[src/rtl/vga_pkg.sv]
// Shared VGA timing defaults, the rectangle slot record and the scan-length helper.
package vga_pkg;

    localparam int unsigned DEF_H_ACTIVE = 640;
    localparam int unsigned DEF_H_FP     = 16;
    localparam int unsigned DEF_H_SYNC   = 96;
    localparam int unsigned DEF_H_BP     = 48;
    localparam int unsigned DEF_V_ACTIVE = 480;
    localparam int unsigned DEF_V_FP     = 10;
    localparam int unsigned DEF_V_SYNC   = 2;
    localparam int unsigned DEF_V_BP     = 33;

    // Slot fields are sized for the widest supported build; narrower ports zero-extend.
    localparam int unsigned RECT_COORD_W = 16;
    localparam int unsigned RECT_RGB_W   = 24;

    typedef struct packed {
        logic [RECT_COORD_W-1:0] x;
        logic [RECT_COORD_W-1:0] y;
        logic [RECT_COORD_W-1:0] w;
        logic [RECT_COORD_W-1:0] h;
        logic [RECT_RGB_W-1:0]   rgb;
        logic                    en;
    } rect_t;

    function automatic int unsigned scan_total(input int unsigned active, input int unsigned fp,
                                               input int unsigned sync, input int unsigned bp);
        return active + fp + sync + bp;
    endfunction

endpackage

[src/rtl/vga_timing_gen.sv]
// Raster scan counters with raw (active-high) sync flags, active-area flag and
// a look-ahead flag that is true when the next cycle is the bank commit cycle.
module vga_timing_gen
    import vga_pkg::*;
#(
    parameter int unsigned H_ACTIVE = DEF_H_ACTIVE,
    parameter int unsigned H_FP     = DEF_H_FP,
    parameter int unsigned H_SYNC   = DEF_H_SYNC,
    parameter int unsigned H_BP     = DEF_H_BP,
    parameter int unsigned V_ACTIVE = DEF_V_ACTIVE,
    parameter int unsigned V_FP     = DEF_V_FP,
    parameter int unsigned V_SYNC   = DEF_V_SYNC,
    parameter int unsigned V_BP     = DEF_V_BP,
    parameter int unsigned COORD_W  = 11
) (
    input  logic               pixel_clk,
    input  logic               reset,
    output logic [COORD_W-1:0] h,
    output logic [COORD_W-1:0] v,
    output logic               active,
    output logic               hs_on,
    output logic               vs_on,
    output logic               commit_next
);

    localparam int unsigned H_TOTAL = scan_total(H_ACTIVE, H_FP, H_SYNC, H_BP);
    localparam int unsigned V_TOTAL = scan_total(V_ACTIVE, V_FP, V_SYNC, V_BP);

    localparam logic [COORD_W-1:0] H_LAST   = COORD_W'(H_TOTAL - 1);
    localparam logic [COORD_W-1:0] V_LAST   = COORD_W'(V_TOTAL - 1);
    localparam logic [COORD_W-1:0] H_ACT    = COORD_W'(H_ACTIVE);
    localparam logic [COORD_W-1:0] V_ACT    = COORD_W'(V_ACTIVE);
    localparam logic [COORD_W-1:0] HS_START = COORD_W'(H_ACTIVE + H_FP);
    localparam logic [COORD_W-1:0] HS_END   = COORD_W'(H_ACTIVE + H_FP + H_SYNC);
    localparam logic [COORD_W-1:0] VS_START = COORD_W'(V_ACTIVE + V_FP);
    localparam logic [COORD_W-1:0] VS_END   = COORD_W'(V_ACTIVE + V_FP + V_SYNC);

    logic [COORD_W-1:0] h_q, h_d;
    logic [COORD_W-1:0] v_q, v_d;

    always_ff @(posedge pixel_clk) begin
        if (reset) begin
            h_q <= '0;
            v_q <= '0;
        end else begin
            h_q <= h_d;
            v_q <= v_d;
        end
    end

    always_comb begin
        h_d = h_q + COORD_W'(1);
        v_d = v_q;
        if (h_q == H_LAST) begin
            h_d = '0;
            v_d = (v_q == V_LAST) ? '0 : v_q + COORD_W'(1);
        end
    end

    assign h           = h_q;
    assign v           = v_q;
    assign active      = (h_q < H_ACT) && (v_q < V_ACT);
    assign hs_on       = (h_q >= HS_START) && (h_q < HS_END);
    assign vs_on       = (v_q >= VS_START) && (v_q < VS_END);
    assign commit_next = (h_d == '0) && (v_d == V_ACT);

endmodule

[src/rtl/vga_rect_renderer.sv]
// Draws up to N_RECT solid rectangles over a background colour; slots are written into
// a shadow bank and copied to the live bank once per frame, just after the active area.
module vga_rect_renderer
    import vga_pkg::*;
#(
    parameter int unsigned H_ACTIVE = DEF_H_ACTIVE,
    parameter int unsigned H_FP     = DEF_H_FP,
    parameter int unsigned H_SYNC   = DEF_H_SYNC,
    parameter int unsigned H_BP     = DEF_H_BP,
    parameter int unsigned V_ACTIVE = DEF_V_ACTIVE,
    parameter int unsigned V_FP     = DEF_V_FP,
    parameter int unsigned V_SYNC   = DEF_V_SYNC,
    parameter int unsigned V_BP     = DEF_V_BP,
    parameter int unsigned N_RECT   = 4,
    parameter int unsigned COLOR_W  = 4,
    parameter int unsigned COORD_W  = 11,
    parameter bit          SYNC_POL = 1'b0,
    localparam int unsigned IDX_W   = (N_RECT > 1) ? $clog2(N_RECT) : 1
) (
    input  logic                   pixel_clk,
    input  logic                   reset,
    input  logic                   wr_valid,
    output logic                   wr_ready,
    input  logic [IDX_W-1:0]       wr_idx,
    input  logic [COORD_W-1:0]     wr_x,
    input  logic [COORD_W-1:0]     wr_y,
    input  logic [COORD_W-1:0]     wr_w,
    input  logic [COORD_W-1:0]     wr_h,
    input  logic [3*COLOR_W-1:0]   wr_rgb,
    input  logic                   wr_en,
    input  logic [3*COLOR_W-1:0]   bg_rgb,
    output logic [COLOR_W-1:0]     vga_r,
    output logic [COLOR_W-1:0]     vga_g,
    output logic [COLOR_W-1:0]     vga_b,
    output logic                   vga_hs,
    output logic                   vga_vs,
    output logic                   frame_start
);

    localparam int unsigned RGB_W = 3 * COLOR_W;
    localparam int unsigned SUM_W = RECT_COORD_W + 1;

    logic [COORD_W-1:0] h, v;
    logic               active, hs_on, vs_on, commit_next;

    vga_timing_gen #(
        .H_ACTIVE (H_ACTIVE),
        .H_FP     (H_FP),
        .H_SYNC   (H_SYNC),
        .H_BP     (H_BP),
        .V_ACTIVE (V_ACTIVE),
        .V_FP     (V_FP),
        .V_SYNC   (V_SYNC),
        .V_BP     (V_BP),
        .COORD_W  (COORD_W)
    ) u_timing (
        .pixel_clk   (pixel_clk),
        .reset       (reset),
        .h           (h),
        .v           (v),
        .active      (active),
        .hs_on       (hs_on),
        .vs_on       (vs_on),
        .commit_next (commit_next)
    );

    // Commit status is registered one cycle early so wr_ready/frame_start are flop outputs.
    logic frame_start_q, wr_ready_q;

    always_ff @(posedge pixel_clk) begin
        if (reset) begin
            frame_start_q <= 1'b0;
            wr_ready_q    <= 1'b1;
        end else begin
            frame_start_q <= commit_next;
            wr_ready_q    <= !commit_next;
        end
    end

    assign frame_start = frame_start_q;
    assign wr_ready    = wr_ready_q;

    rect_t shadow_q [N_RECT];
    rect_t live_q   [N_RECT];

    always_ff @(posedge pixel_clk) begin
        if (reset) begin
            for (int i = 0; i < N_RECT; i++) begin
                shadow_q[i] <= '0;
                live_q[i]   <= '0;
            end
        end else begin
            if (frame_start_q) begin
                for (int i = 0; i < N_RECT; i++) begin
                    live_q[i] <= shadow_q[i];
                end
            end
            if (wr_valid && wr_ready_q) begin
                shadow_q[wr_idx] <= '{x:   RECT_COORD_W'(wr_x),
                                      y:   RECT_COORD_W'(wr_y),
                                      w:   RECT_COORD_W'(wr_w),
                                      h:   RECT_COORD_W'(wr_h),
                                      rgb: RECT_RGB_W'(wr_rgb),
                                      en:  wr_en};
            end
        end
    end

    // One bit wider than the slot fields so x+w never wraps back over the origin.
    function automatic logic rect_hit(input rect_t r, input logic [SUM_W-1:0] px,
                                      input logic [SUM_W-1:0] py);
        logic [SUM_W-1:0] x0, x1, y0, y1;
        x0 = {1'b0, r.x};
        x1 = {1'b0, r.x} + {1'b0, r.w};
        y0 = {1'b0, r.y};
        y1 = {1'b0, r.y} + {1'b0, r.h};
        return r.en && (px >= x0) && (px < x1) && (py >= y0) && (py < y1);
    endfunction

    logic [SUM_W-1:0] h_ext, v_ext;
    logic             hit_any;
    logic [IDX_W-1:0] hit_idx;

    assign h_ext = SUM_W'(h);
    assign v_ext = SUM_W'(v);

    always_comb begin
        hit_any = 1'b0;
        hit_idx = '0;
        // Scan downward so the lowest-index hit is the one left standing.
        for (int i = N_RECT - 1; i >= 0; i--) begin
            if (rect_hit(live_q[i], h_ext, v_ext)) begin
                hit_any = 1'b1;
                hit_idx = IDX_W'(i);
            end
        end
    end

    logic             s1_active, s1_hs, s1_vs, s1_hit;
    logic [IDX_W-1:0] s1_idx;

    always_ff @(posedge pixel_clk) begin
        if (reset) begin
            s1_active <= 1'b0;
            s1_hs     <= 1'b0;
            s1_vs     <= 1'b0;
            s1_hit    <= 1'b0;
            s1_idx    <= '0;
        end else begin
            s1_active <= active;
            s1_hs     <= hs_on;
            s1_vs     <= vs_on;
            s1_hit    <= hit_any;
            s1_idx    <= hit_idx;
        end
    end

    logic [RGB_W-1:0] color_d;

    always_comb begin
        color_d = '0;
        if (s1_active) begin
            color_d = s1_hit ? live_q[s1_idx].rgb[RGB_W-1:0] : bg_rgb;
        end
    end

    always_ff @(posedge pixel_clk) begin
        if (reset) begin
            vga_r  <= '0;
            vga_g  <= '0;
            vga_b  <= '0;
            vga_hs <= !SYNC_POL;
            vga_vs <= !SYNC_POL;
        end else begin
            vga_r  <= color_d[RGB_W-1 -: COLOR_W];
            vga_g  <= color_d[2*COLOR_W-1 -: COLOR_W];
            vga_b  <= color_d[COLOR_W-1:0];
            vga_hs <= s1_hs ? SYNC_POL : !SYNC_POL;
            vga_vs <= s1_vs ? SYNC_POL : !SYNC_POL;
        end
    end

endmodule

[config.mk]
export PLATFORM = sky130hd
export DESIGN_NAME = vga_rect_renderer
export DESIGN_NICKNAME = d
export VERILOG_FILES = /design/src/rtl/vga_pkg.sv /design/src/rtl/vga_timing_gen.sv /design/src/rtl/vga_rect_renderer.sv
export SDC_FILE = /design/constraint.sdc
export NUM_CORES = 1
export LEC_CHECK = 0
export BUFFER_PORTS_ARGS = -buffer_cell sky130_fd_sc_hd__buf_4
export CORE_ASPECT_RATIO = 0.6
export CORE_MARGIN = 1.5
export CORE_UTILIZATION = 50
export DETAILED_ROUTE_END_ITERATION = 7
export PLACE_DENSITY = 0.77
export SLEW_MARGIN = 15
export SYNTH_ARGS = -nofsm -noshare
export SYNTH_HDL_FRONTEND = slang
export SYNTH_HIERARCHICAL = 1
export SYNTH_SLANG_ARGS = --single-unit
[constraint.sdc]
create_clock -name pixel_clk -period 7.57 [get_ports pixel_clk]
set_input_delay 0.757 -clock pixel_clk [delete_from_list [all_inputs] [get_ports pixel_clk]]
set_output_delay 0.757 -clock pixel_clk [all_outputs]
set_load 0.005 [all_outputs]
==> impl_results.md <==
* Status: finished, final reports clean
* Main flop type after synthesis: edfxtp_1
* Nets at 2,654
* Synthesized Nets at roughly 2,600
* Clk_skew at ~18 ps
* Core area at ~53,000 um^2
* DR vias/cell at 5.72
* Maximum fanout along the worst path at 3
* Final ANT Viol Nets at 0
* Final hold vios at 0
* Share of cells above drive strength 1 at roughly 9.6%
* Cts hold-fix bufs at 0
* Netlist cell types at 76
* Mapped Cells at approximately 2,200
* Clock Latency Late Sink at 580 ps
* Clock tree sinks at 500
* Die width at between 300 and 400 um
* Largest net degree at the start of global routing at between 100 and 150
* PD cells at around 210 nW/um^2
* Setup repair after global routing missed its margin: no
* Worst R2R Path Depth at 17
* Layout area overhead at 11.7%
* Worst r2r src: live_q[1][57]
* CTS root buffer: clkbuf_16
* # DRC at 0
* Clock Tree Buf Depth at 3
* R2R Path End: s1_idx[1]
* Final instance area at 29,900 um^2
* CTS buffer count at 48
* Post-synth ARST share at 0%
* Hold Slack at roughly 370 ps
* Crit-path cells: ha_1, inv_1, fa_1, nor2b_1, o21ai_0, a21oi_1, o21ai_0, a21o_1, a211oi_1, nor3b_1, ha_1, or3_1, a221oi_1, a21oi_1, o21ai_0, o2111ai_2, and3_1
* Port-buffer cells at 89
* Largest stage delay, worst path at 460 ps
* Hold WC Path Type: reg2reg
* Die H at about 180 um
* Clock Pin Slew Worst Setup and Hold Paths at roughly 70 ps
* CP Capture Type: register
* Antenna violations before repair at 1
* Peak Freq at roughly 240 MHz
* Sequential cell area fraction in the yosys report at between 50% and 60%
* TNS Setup at 0 ps
* CP Data Required Time at ~8000 ps
* Tot Pwr at 6170 uW
* Max Cap Viol at 0
* H-tree levels at 2
* Boundary pin count at 90
* Synthesized flop and latch total at 500
* Gr usage total at a little under a quarter
* VDD IR max at about 0.15 mV
* Slew headroom at a little over a quarter
* Startpoint of the worst hold path: s1_vs
* Detailed-route wire length at 63.6 mm
* Pleak at approximately 0.012 uW
* Starting Density at between 50% and 60%
* Post-CTS Resized at 0
* Critical Path Source Type: register
* Iteration-0 DRC Markers at roughly 1,700
* HPWL after DPL at approximately 44 mm
* Syn avg cell area at roughly 12 um^2
* Vias in the first global route at ~17,000
* Post-Syn Area at 26,700 um^2
* Pre-antenna DRT Iters at 5
* CP Class: reg2reg
* CTS tree: built
* Antenna Cells at 0
* Vias at between 15,000 and 20,000
* Die area at around 55,000 um^2
* Worst Tran Pin Value at approximately 1100 ps
* Final critical-path required period at ~4300 ps
* CP arrival at between 4000 and 5000 ps
* DP Area at between 20,000 and 30,000 um^2
* Setup-failing EPs final at 0
* Fin util at between 50% and 60%
* Post-DR wirelength/cell at ~21 um
* Most common cell on crit path: o21ai_0
* Global-route wire length before repair at approximately 98 mm
* Fin. max-slew vios at 0
* Routability Congestion at approximately 0.92
* Flop-to-flop setup slack at 3310 ps
* Setup Buffers After CTS at 0
* FP Rows at 65
* Critical path's slowest cell: a21oi_1
* Fin crit share at between 50% and 60%
* Hold Path Stages at 1
* EDFF count, synth at around 460
* Synth Warn # at 6
* Hold EP: vga_vs
* Total gr overflow at 0
==> Yosys cell counts, drive strengths merged (9+ instances only) <==
master | number | area [um^2]
nor4 | 11 | 75.1
or3 | 9 | 61.3
nand3 | 49 | 250
nand2 | 67 | 259
edfxtp | 456 | 13700
a21oi | 93 | 465
dfxtp | 44 | 881
a211oi | 22 | 165
o21a | 9 | 67.6
nor2b | 20 | 125
clkbuf | 58 | 218
o211ai | 21 | 158
ha | 259 | 3240
nor2 | 80 | 300
and2 | 460 | 2880
nand4 | 20 | 125
mux2i | 14 | 140
a211o | 11 | 96.3
nor3b | 13 | 97.6
xor2 | 39 | 342
inv | 143 | 537
xnor2 | 34 | 298
o21ai | 81 | 405
o21bai | 10 | 75.1
nor3 | 23 | 120
mux4 | 12 | 270
nand2b | 31 | 194
a21o | 26 | 195
==> logic make-up after synthesis <==
| logic type | Yosys count | share of synthesized area [%] |
|---|---|---|
| AOI/OAI and AO/OA | 332 | 8.16 |
| xor gates and xnor gates | 73 | 2.39 |
| adders and majority gates | 267 | 12.7 |
| buffers and inverters | 209 | 3.00 |
| DFF | 500 | 54.5 |
| muxes | 26 | 1.53 |
| and+or+nand+nor | 815 | 17.7 |
==> through the flow <==
step	cells	setup WS, ps
after global routing	3055	3050
after CTS	3055	3470
final	3055	3310
after global placement	2966	3610
after floorplan	2222	3290
after detailed placement	2966	3480
==> worst max-delay path: cells and delay by family, from the launching register on <==
| family | cells | cell delay (ps) |
|---|---|---|
| compound gates | 9 | 2100 |
| fa+ha+maj | 3 | 810 |
| buf+inv | 1 | 60 |
| flops | 1 | 360 |
| simple gates | 4 | 780 |
==> flip-flops by register name, summed over array words and instances (netlist names) <==
signal / count
u_timing/h: 11
wr_ready: 1
vga_b: 4
shadow_q: 228
s1_active: 1
vga_g: 4
s1_hs: 1
s1_hit: 1
vga_vs: 1
vga_hs: 1
u_timing/v: 11
s1_vs: 1
frame_start: 1
s1_idx: 2
vga_r: 4
live_q: 228
==> per-layer routing <==
metal  routed length [um]  GRT usage [%]
met5                   20              0
met4                 1590           6.18
met3                 5780           5.26
met2                26300           33.9
met1                29900           35.0
==> power breakdown <==
part           switching, uW  internal (uW)
Sequential              39.5           3110
Combinational            293            178
Clock                   1070           1480
Total                   1400           4780
==> worst max-delay path by stage <==
| stage | startpoint | end | slack [ps] | cells past startpoint |
|---|---|---|---|---|
| 2_1_floorplan | reset | live_q[0][0] | 3290 | 2 |
| 3_3_place_gp | live_q[1][57] | s1_idx[1] | 3610 | 17 |
| 3_5_place_dp | live_q[1][41] | s1_idx[1] | 3480 | 16 |
| 4_1_cts | live_q[1][73] | s1_idx[1] | 3470 | 16 |
| 5_1_grt | live_q[1][73] | s1_idx[1] | 3050 | 16 |
| 6_report | live_q[1][57] | s1_idx[1] | 3310 | 17 |
==> placed cells by master, fill, tap and decap left out, drive strengths merged, types with 9 or more instances in the layout <==
master and n:
nand2b 31, nand4 20, inv 145, o21ai 81, buf 107, xor2 39, a211oi 22, nand2 67
nor3b 13, clkbuf 59, a21oi 93, a211o 11, clkinv 16, and2 460, o21a 9, ha 259
nor2b 20, a21o 26, dfxtp 44, nor2 80, edfxtp 456, o211ai 21, nor3 23, mux4 12
o21bai 10, xnor2 34, nor4 11, mux2i 14, or3 9, nand3 49
==> layout make-up <==
cell class	count	area [um^2]
Sequential cell	500	14600
Fill cell	4264	22800
Clock inverter	30	378
Inverter	143	537
Tap cell	703	880
Timing Repair Buffer	107	803
Clock buffer	59	1280
Multi-Input combinational cell	1513	11400
Note: power is estimated with default switching activity, not from simulation.
